<file path="config.mk">
export PLATFORM = sky130hd
export DESIGN_NAME = pattern_merge_pipe_flat
export DESIGN_NICKNAME = d
export VERILOG_FILES = /design/src/rtl/pattern_merge_if.sv /design/src/rtl/pattern_merge_pipe.sv /design/src/flat_wrapper.sv
export SDC_FILE = /design/constraint.sdc
export NUM_CORES = 1
export LEC_CHECK = 0
export ABC_AREA = 1
export BUFFER_PORTS_ARGS = -buffer_cell sky130_fd_sc_hd__buf_4
export CORE_MARGIN = 4
export CORE_UTILIZATION = 45
export DETAILED_ROUTE_END_ITERATION = 10
export HOLD_SLACK_MARGIN = 0.06
export PLACE_DENSITY_LB_ADDON = 0.05
export SLEW_MARGIN = 10
export SYNTH_ARGS = -nofsm -noshare
export SYNTH_HDL_FRONTEND = slang
export SYNTH_HIERARCHICAL = 1
export SYNTH_SLANG_ARGS = --single-unit
export TNS_END_PERCENT = 30
</file>
<file path="constraint.sdc">
create_clock -name blif_clk_net -period 1.45 [get_ports blif_clk_net]
set_input_delay 0.2175 -clock blif_clk_net [delete_from_list [all_inputs] [get_ports blif_clk_net]]
set_output_delay 0.2175 -clock blif_clk_net [all_outputs]
set_load 0.005 [all_outputs]
</file>
<file path="src/rtl/pattern_merge_if.sv">
// Handshake, pattern and observability bundle for pattern_merge_pipe.
// The master side drives stimulus; the slave side is the pipeline.
interface pattern_merge_if #(
  parameter int CH    = 4,
  parameter int SIG_W = 16,
  parameter int CNT_W = 16
);
  logic              in_vld;
  logic              in_rdy;
  logic [3*CH-1:0]   in_p;
  logic              out_vld;
  logic              out_rdy;
  logic [3*CH-1:0]   out_p;
  logic              sig_clr;
  logic [SIG_W-1:0]  sig;
  logic [CNT_W-1:0]  out_cnt;

  modport master (
    output in_vld, in_p, out_rdy, sig_clr,
    input  in_rdy, out_vld, out_p, sig, out_cnt
  );

  modport slave (
    input  in_vld, in_p, out_rdy, sig_clr,
    output in_rdy, out_vld, out_p, sig, out_cnt
  );
endinterface

</file>
<file path="src/rtl/pattern_merge_pipe.sv">
// CH-channel merged gate patterns, DEPTH-stage valid/ready pipeline,
// plus MISR signature and handshake counter over delivered words.
module pattern_merge_lane (
    input  logic [2:0] abc,
    input  logic [2:0] abc_nb,
    output logic [2:0] o
);
    logic l1372, l1508, l6147;
    logic n1372, n1508, n6147;

    // Neighbour's left layer is rebuilt locally; synthesis shares it.
    assign l1372 = abc[0] & abc[1];
    assign l1508 = abc[0] & abc[1] & ~abc[2];
    assign l6147 = ~abc[0] & ~abc[1] & ~abc[2];
    assign n1372 = abc_nb[0] & abc_nb[1];
    assign n1508 = abc_nb[0] & abc_nb[1] & ~abc_nb[2];
    assign n6147 = ~abc_nb[0] & ~abc_nb[1] & ~abc_nb[2];

    assign o[0] = ~(l1372 & n6147);
    assign o[1] = l1508 ^ n1508;
    assign o[2] = ~(l6147 | n1372);
endmodule

module pattern_merge_pipe #(
    parameter int               CH    = 4,
    parameter int               DEPTH = 2,
    parameter int               SIG_W = 16,
    parameter logic [SIG_W-1:0] POLY  = 16'h1021,
    parameter int               CNT_W = 16
) (
    input logic            blif_clk_net,
    input logic            blif_reset_net,
    pattern_merge_if.slave bus
);
    localparam int W = 3 * CH;

    logic                      en;
    logic                      hs;
    logic [CH-1:0][2:0]        abc;
    logic [W-1:0]              f_out;
    logic [DEPTH-1:0]          vld_pipe;
    logic [DEPTH-1:0][W-1:0]   dat_pipe;
    logic [SIG_W-1:0]          sig_q;
    logic [SIG_W-1:0]          fold;
    logic [CNT_W-1:0]          cnt_q;

    assign abc = bus.in_p;

    for (genvar i = 0; i < CH; i++) begin : g_lane
        pattern_merge_lane u_lane (
            .abc    (abc[i]),
            .abc_nb (abc[(i + 1) % CH]),
            .o      (f_out[3*i +: 3])
        );
    end

    // Whole pipe advances together; only an empty output slot absorbs bubbles.
    assign en          = bus.out_rdy | ~vld_pipe[DEPTH-1];
    assign bus.in_rdy  = en;
    assign bus.out_vld = vld_pipe[DEPTH-1];
    assign bus.out_p   = dat_pipe[DEPTH-1];
    assign hs          = vld_pipe[DEPTH-1] & bus.out_rdy;

    always_ff @(posedge blif_clk_net) begin
        if (blif_reset_net) begin
            vld_pipe <= '0;
            dat_pipe <= '0;
        end else if (en) begin
            vld_pipe[0] <= bus.in_vld;
            dat_pipe[0] <= f_out;
            for (int s = 1; s < DEPTH; s++) begin
                vld_pipe[s] <= vld_pipe[s-1];
                dat_pipe[s] <= dat_pipe[s-1];
            end
        end
    end

    // Output word XOR-folded into SIG_W slices (plain zero-extend when it fits).
    always_comb begin
        fold = '0;
        for (int b = 0; b < W; b++) begin
            fold[b % SIG_W] = fold[b % SIG_W] ^ dat_pipe[DEPTH-1][b];
        end
    end

    always_ff @(posedge blif_clk_net) begin
        if (blif_reset_net || bus.sig_clr) begin
            sig_q <= '0;
            cnt_q <= '0;
        end else if (hs) begin
            sig_q <= {sig_q[SIG_W-2:0], 1'b0} ^ (sig_q[SIG_W-1] ? POLY : '0) ^ fold;
            cnt_q <= cnt_q + CNT_W'(1);
        end
    end

    assign bus.sig     = sig_q;
    assign bus.out_cnt = cnt_q;
endmodule

</file>
<file path="src/flat_wrapper.sv">
// flat-port wrapper written by rule: the top's interface ports become plain ports
module pattern_merge_pipe_flat 
#(
    parameter int               CH    = 4,
    parameter int               DEPTH = 2,
    parameter int               SIG_W = 16,
    parameter logic [SIG_W-1:0] POLY  = 16'h1021,
    parameter int               CNT_W = 16
)
  (blif_clk_net, blif_reset_net, bus_in_vld, bus_in_p, bus_out_rdy, bus_sig_clr, bus_in_rdy, bus_out_vld, bus_out_p, bus_sig, bus_out_cnt);
  pattern_merge_if #(.CH(CH), .SIG_W(SIG_W), .CNT_W(CNT_W)) bus_i ();
  input logic blif_clk_net;
  input logic blif_reset_net;
  input wire logic [$bits(bus_i.in_vld)-1:0] bus_in_vld;
  input wire logic [$bits(bus_i.in_p)-1:0] bus_in_p;
  input wire logic [$bits(bus_i.out_rdy)-1:0] bus_out_rdy;
  input wire logic [$bits(bus_i.sig_clr)-1:0] bus_sig_clr;
  output wire logic [$bits(bus_i.in_rdy)-1:0] bus_in_rdy;
  output wire logic [$bits(bus_i.out_vld)-1:0] bus_out_vld;
  output wire logic [$bits(bus_i.out_p)-1:0] bus_out_p;
  output wire logic [$bits(bus_i.sig)-1:0] bus_sig;
  output wire logic [$bits(bus_i.out_cnt)-1:0] bus_out_cnt;
  assign bus_i.in_vld = bus_in_vld;
  assign bus_i.in_p = bus_in_p;
  assign bus_i.out_rdy = bus_out_rdy;
  assign bus_i.sig_clr = bus_sig_clr;
  assign bus_in_rdy = bus_i.in_rdy;
  assign bus_out_vld = bus_i.out_vld;
  assign bus_out_p = bus_i.out_p;
  assign bus_sig = bus_i.sig;
  assign bus_out_cnt = bus_i.out_cnt;
  pattern_merge_pipe #(.CH(CH), .DEPTH(DEPTH), .SIG_W(SIG_W), .POLY(POLY), .CNT_W(CNT_W)) u_core (.blif_clk_net(blif_clk_net), .blif_reset_net(blif_reset_net), .bus(bus_i));
endmodule
</file>
==> run metrics, run 1 <==
outcome completed; Peak Freq between 700 and 800 MHz; hold_ws 0.178 ns; total power 3.39 mW; Worst EP arrival 1.15 ns; die width 85.5 um; CTS sink count 58; Initial DRT Pass Iterations 4; overall routed net length 6.04 mm; leak pwr 1.45 nW; Slew Limit Fails 0; commonest non-fill, non-tap cells in the layout nand2_1, buf_4, dfxtp_1; MaxCap Viol Count 0; DP HPWL 4.38 mm; power density cells roughly 1000 nW/um2; GRT Util Overall 0.172; Synth Cell Area 2710 um2; H-tree levels 3; Worst-Margin Slew roughly 0.29 ns; crit path launch type flip-flop; most common cell after layout, fill and taps aside nand2_1; share of cells above drive strength 1 0.220; Comb pwr share 0.094; total core area 5680 um2; row count 27; cts hold-fix bufs 0; clk_lat worst skew 0.33 ns; worst IR drop on VDD 0.820 mV; vias in the first global route 2310; DRC viols 0; Distinct cells, synth 29; CTS clk-pin slew, worst paths 0.06 ns; Final #Nets 445; Gate Count Post-Synth 371; Antenna Cells 0; slew margin rel. 0.804; grt ovf 0; CTS root buffer clkbuf_8; worst reg-to-reg setup slack 0.16 ns; I/O Buffers 62; Final ANT Viol Nets 0; Max Buffers Root-to-Sink 2; area delta synth->final 24.1%; Setup CP Type flip-flop to output port; Mean Syn Cell Area 7.29 um2; Async SR Flop Fraction 0; pin count of the biggest net entering global routing 30; period utilization 0.940; Register Area between 1000 and 1500 um2; post-route setup TNS 0 ns; post-route clock skew 0.00360 ns; I/O pins 63; Clk pwr share 0.407; post-DR vias/cell 4.88; Sw Share 0.237; die height between 80 and 90 um; die area 7320 um2; setup repair bufs after CTS 0; initial antenna violation count 0; number of synthesized flops with an enable pin 0; Multi-input gate area 1300 um2; CTS Buf Count 9; Net Sw Power 0.804 mW; Most used DFF post-synth dfxtp_1; routed via count 2462; Syn Nets around 400; Starting Density 0.477; CP endpoint kind output port; final worst path period need 1.36 ns; #FFs+latches synth 58; CTS tree built; RePlAce Congestion ~0.84; drt wl/cell 12.0 um; Int Power 2.59 mW; yosys warns 6; final hold vios 0; fillers 571; part of the Yosys area used for sequential elements 0.429; DRT iter0 DRCs 90; RSZ-0062 raised after global routing false; CP Data Required Time 1.23 ns; final setup vio count 0; Min-Delay Path Class primary input to flip-flop; first-pass GRT wire length a little over 10 mm; Sequential Power Share 0.499; Crit Path Max Fanout 26; final design utilization 0.591
[registers in the layout, summed over array words and instances (netlist names)]
name                flops
u_core/bus.out_cnt     16
u_core/bus.sig         16
u_core/bus.out_p       12
u_core/dat_pipe        12
u_core/vld_pipe         2
[area by class of cell]
| cell class | instances | area share |
|---|---|---|
| clock buffers | 13 | 0.0414 |
| clock inverters | 3 | 0.0119 |
| inverters | 24 | 0.0283 |
| multi-input cells | 265 | 0.387 |
| flip-flops and latches | 58 | 0.347 |
| well taps | 72 | 0.0268 |
| repair buffers | 69 | 0.158 |
[final timing paths]
check | startpoint | endpoint | cells past startpoint
min reg2reg | u_core/vld_pipe[0] | u_core/vld_pipe[1] | 2
min | bus_in_vld | u_core/vld_pipe[0] | 3
max reg2reg | u_core/bus.out_cnt[1] | u_core/bus.out_cnt[12] | 8
max | u_core/vld_pipe[1] | bus_in_rdy | 4
[cell families after synthesis]
family                     after synthesis  synth area share
and+or+nand+nor                        176             0.283
AOI/OAI and AO/OA                       72             0.141
DFF                                     58             0.429
buffers and inverters                   48            0.0907
xor gates and xnor gates                16            0.0518
adders and majority gates                1           0.00462
[power by group through the flow]
stage | Sequential, mW | Combinational, mW | Clock, mW
global placement | 1.73 | 0.315 | 0
finish | 1.69 | 0.319 | 1.38
global route | 1.70 | 0.362 | 1.52
detailed placement | 1.73 | 0.320 | 0
floorplan | 1.72 | 0.201 | 0
CTS | 1.69 | 0.322 | 1.43
[cells in the mapped netlist, types with 2 or more instances]
library cell | n | area (um2)
nand4_1 | 7 | 43.8
nand2_1 | 95 | 357
clkbuf_1 | 3 | 11.3
dfxtp_1 | 58 | 1160
xnor2_1 | 13 | 114
a21oi_1 | 43 | 215
o21ai_1 | 2 | 10.0
nand3_1 | 14 | 70.1
nor2_2 | 3 | 18.8
nor2_4 | 4 | 45.0
inv_2 | 2 | 7.51
buf_2 | 8 | 40.0
inv_1 | 22 | 82.6
nor3_1 | 2 | 10.0
o21ai_0 | 18 | 90.1
nor2_1 | 47 | 176
a31oi_1 | 2 | 12.5
xor2_1 | 3 | 26.3
a21boi_0 | 4 | 30.0
buf_4 | 12 | 90.1
[metal layers]
metal  routed length [um]  global-route usage  vias up
li1                     -                   -     1302
met3                  312              0.0605        6
met2                 3070               0.308       50
met5                    0                   0        -
met1                 2590               0.192     1104
met4                   66              0.0475        0
[through the flow]
stage / setup WS [ns] / cells / area [um2]
after floorplan: 0.212 / 371 / 2710
after global placement: 0.173 / 488 / 3170
after detailed placement: 0.123 / 488 / 3170
after CTS: 0.0456 / 504 / 3350
after global routing: 0.00970 / 504 / 3360
final: 0.0865 / 504 / 3360
[repair_timing]
action                                 CTS  global route
endpoints found under the hold margin    0             0
pin swaps                                0             0
setup endpoints to repair                1             3
gates resized for setup                  2             2
[worst max-delay path, cell delays in order, from the launching register on]
cell and delay (ns):
dfxtp_2 0.36, inv_1 0.07, nor2_4 0.13, inv_6 0.10, buf_4 0.15
Power figures use the tool's default switching activity.
==> run 2, diff against run 1 <==
ABC_AREA = default   (was 1)
PLACE_DENSITY_LB_ADDON = 0.15   (was 0.05)
==> run 2 against run 1 <==
Net effect:
- clock power up 21%
- global-route usage up 0.80 points
- via count is 7.5% lower
- utilization increased by 2.9 points
- total power grew 7.5%
- clock-buffer cell count decreased by 2
- die area shrank 5.5%
- fmax is 3.3% lower
- critical endpoint unchanged
==> run metrics, run 2 <==
top post-synthesis cells by count nand2_1, dfxtp_1, a21oi_1, nor2_1, xnor2_1; drt wl/cell 12.9 um (+8.0%); Distinct cells, synth 30 (+3.4%); CTS tree built; routed via count 2277 (-7.5%); final design utilization 0.621 (+0.0291); Gate Count Post-Synth 312 (-16%); total core area 5510 um2 (-3.0%); CTS Buf Count 9 (unchanged); MaxCap Viol Count 0 (unchanged); share of cells above drive strength 1 0.305 (+0.0848); clk_lat worst skew 0.33 ns (about the same); worst IR drop on VDD 0.592 mV (-28%); Int Power 2.84 mW (+9.7%); overall routed net length 5.90 mm (-2.3%); number of synthesized flops with an enable pin 0 (unchanged); CTS root buffer clkbuf_8; Antenna Cells 0 (unchanged); yosys warns 6 (unchanged); Max Buffers Root-to-Sink 2 (unchanged); RePlAce Congestion 0.805 (-3.8%); Setup CP Type flip-flop to output port; CP max stage cell dfxtp_4; Place WS 0.0309 ns (-0.0917 ns); total power 3.65 mW (+7.5%); RSZ-0062 raised after global routing true; Final ANT Viol Nets 0 (unchanged); #FFs+latches synth 58 (unchanged); Crit Path Max Fanout 26 (unchanged); final setup vio count 0 (unchanged); pin count of the biggest net entering global routing 31 (+3.3%); cts hold-fix bufs 0 (unchanged); Initial DRT Pass Iterations 4 (unchanged); die height 83.1 um (-2.8%); GRT Util Overall 0.180 (+0.00805); outcome completed; Clk pwr share 0.458 (+0.051); Min-Delay Path Class primary input to flip-flop; leading area contributor after synthesis dfxtp_1; part of the Yosys area used for sequential elements 0.457 (+0.0279); CP startpoint u_core/vld_pipe[1]; Sw Share 0.221 (-0.0159); Sequential Power Share 0.462 (-0.037); grt ovf 0 (unchanged); CP cell instances nor2b_4 > clkinv_2 > buf_12 > buf_6; DRT iter0 DRCs 88 (-2.2%); Peak Freq 709 MHz (-3.3%); initial antenna violation count 0 (unchanged); row count 27 (unchanged); top-area cell type share of the netlist area 0.457 (+0.0279); Slew Limit Fails 0 (unchanged); DP HPWL 4.18 mm (-4.7%); final hold vios 0 (unchanged); I/O Buffers 62 (unchanged); crit path launch type flip-flop; Hold Crit Start bus_in_vld; Worst EP arrival 1.19 ns (+0.04 ns); Worst path max stage delay 0.34 ns (-0.02 ns); Net Sw Power 0.807 mW (+0.27%); post-route worst setup slack 0.0397 ns (-0.0468 ns); period utilization 0.973 (+0.0323); vias in the first global route 2104 (-8.9%); area delta synth->final 34.5%; H-tree levels 3 (unchanged); worst reg2reg path startpoint u_core/bus.out_cnt[6]; CP Data Required Time 1.23 ns (about the same); die width 83.1 um (-2.8%); DRC viols 0 (unchanged); power density cells 1070 nW/um2 (+5.6%); post-route clock skew 0.00876 ns (+0.00515 ns); fillers 514 (-10%); Starting Density 0.461 (-0.0154); die area 6910 um2 (-5.5%); most common cell in the netlist nand2_1; most common cell after layout, fill and taps aside buf_4; Synth Cell Area 2540 um2 (-6.1%); Most used DFF post-synth dfxtp_1; slew margin rel. 0.617 (-0.188); Comb pwr share 0.079 (-0.015); leak pwr 1.38 nW (-4.6%); final worst path period need 1.41 ns (+0.0468 ns); Final #Nets 398 (-11%); post-DR vias/cell 4.99 (+2.2%); CTS clk-pin slew, worst paths 0.06 ns (about the same); Worst-Margin Slew 0.575 ns (+0.282 ns); Async SR Flop Fraction 0 (unchanged); CTS sink count 58 (unchanged); Syn Nets 330 (-15%); Mean Syn Cell Area 8.14 um2 (+12%); commonest non-fill, non-tap cells in the layout buf_4, nand2_1, dfxtp_1; first-pass GRT wire length 10.1 mm (-0.68%); CP endpoint kind output port; hold_ws 0.142 ns (-0.0365 ns); I/O pins 63 (unchanged); Synth area leaders dfxtp_1, nand2_1, a21oi_1
[run 2: what timing repair did]
| action | 4_1_cts | 5_1_grt |
|---|---|---|
| setup buffers | 1 | 0 |
| setup endpoints to repair | 1 | 7 |
| resized for setup | 8 | 9 |
| cloned | 0 | 0 |
[run 2: cell type report]
class                           instances  area (um2)  share of cell area
Clock buffer                           11         151              0.0443
Tap cell                               72        90.1              0.0264
Sequential cell                        58        1170               0.342
Multi-Input combinational cell        225        1260               0.368
Inverter                                1        5.00             0.00146
Timing Repair Buffer                   85         667               0.195
Clock inverter                          4        75.1              0.0220
[run 2: routing by layer]
layer | track usage | up-vias | share of wire | wire length [um]
met4 | 0.0847 | 0 | 0.018 | 104
met3 | 0.0526 | 10 | 0.055 | 322
met1 | 0.240 | 1040 | 0.47 | 2770
met5 | 0 | - | 0 | 0
met2 | 0.266 | 50 | 0.46 | 2700
li1 | - | 1177 | - | -
[run 2: power by group through the flow]
stage	Clock [mW]	Combinational, mW	Sequential (mW)
after floorplan	0	0.174	1.71
after global routing	1.77	0.329	1.69
after CTS	1.70	0.292	1.69
after global placement	0	0.277	1.72
after detailed placement	0	0.280	1.72
final	1.67	0.289	1.69
[run 2: kinds of logic after synthesis]
family	after synthesis	share of synthesized area
and+or+nand+nor	141	0.252
DFF	58	0.457
AOI/OAI and AO/OA	54	0.125
buffers and inverters	29	0.0611
xor gates and xnor gates	28	0.0965
muxes	1	0.00394
adders and majority gates	1	0.00493
[run 2: final timing paths]
kind | slack, ns | end | depth (start not counted)
setup / recovery | 0.04 | bus_in_rdy | 4
hold / removal | 0.14 | u_core/vld_pipe[0] | 3
setup reg to reg | 0.04 | u_core/bus.out_cnt[13] | 4
hold reg to reg | 0.45 | u_core/vld_pipe[0] | 2
[run 2: through the flow]
| step | TNS [ns] | instance area, um2 | std cells |
|---|---|---|---|
| final | 0 | 3420 | 456 |
| after global routing | -0.0374 | 3420 | 456 |
| after CTS | 0 | 3380 | 456 |
| after detailed placement | 0 | 3130 | 440 |
| after global placement | 0 | 3130 | 440 |
| after floorplan | 0 | 2540 | 312 |
[run 2: critical path, delay by kind of cell, from the launching register on]
kind	cells	cell delay, ns
buf+inv	3	0.36
flops	1	0.34
simple gates	1	0.16
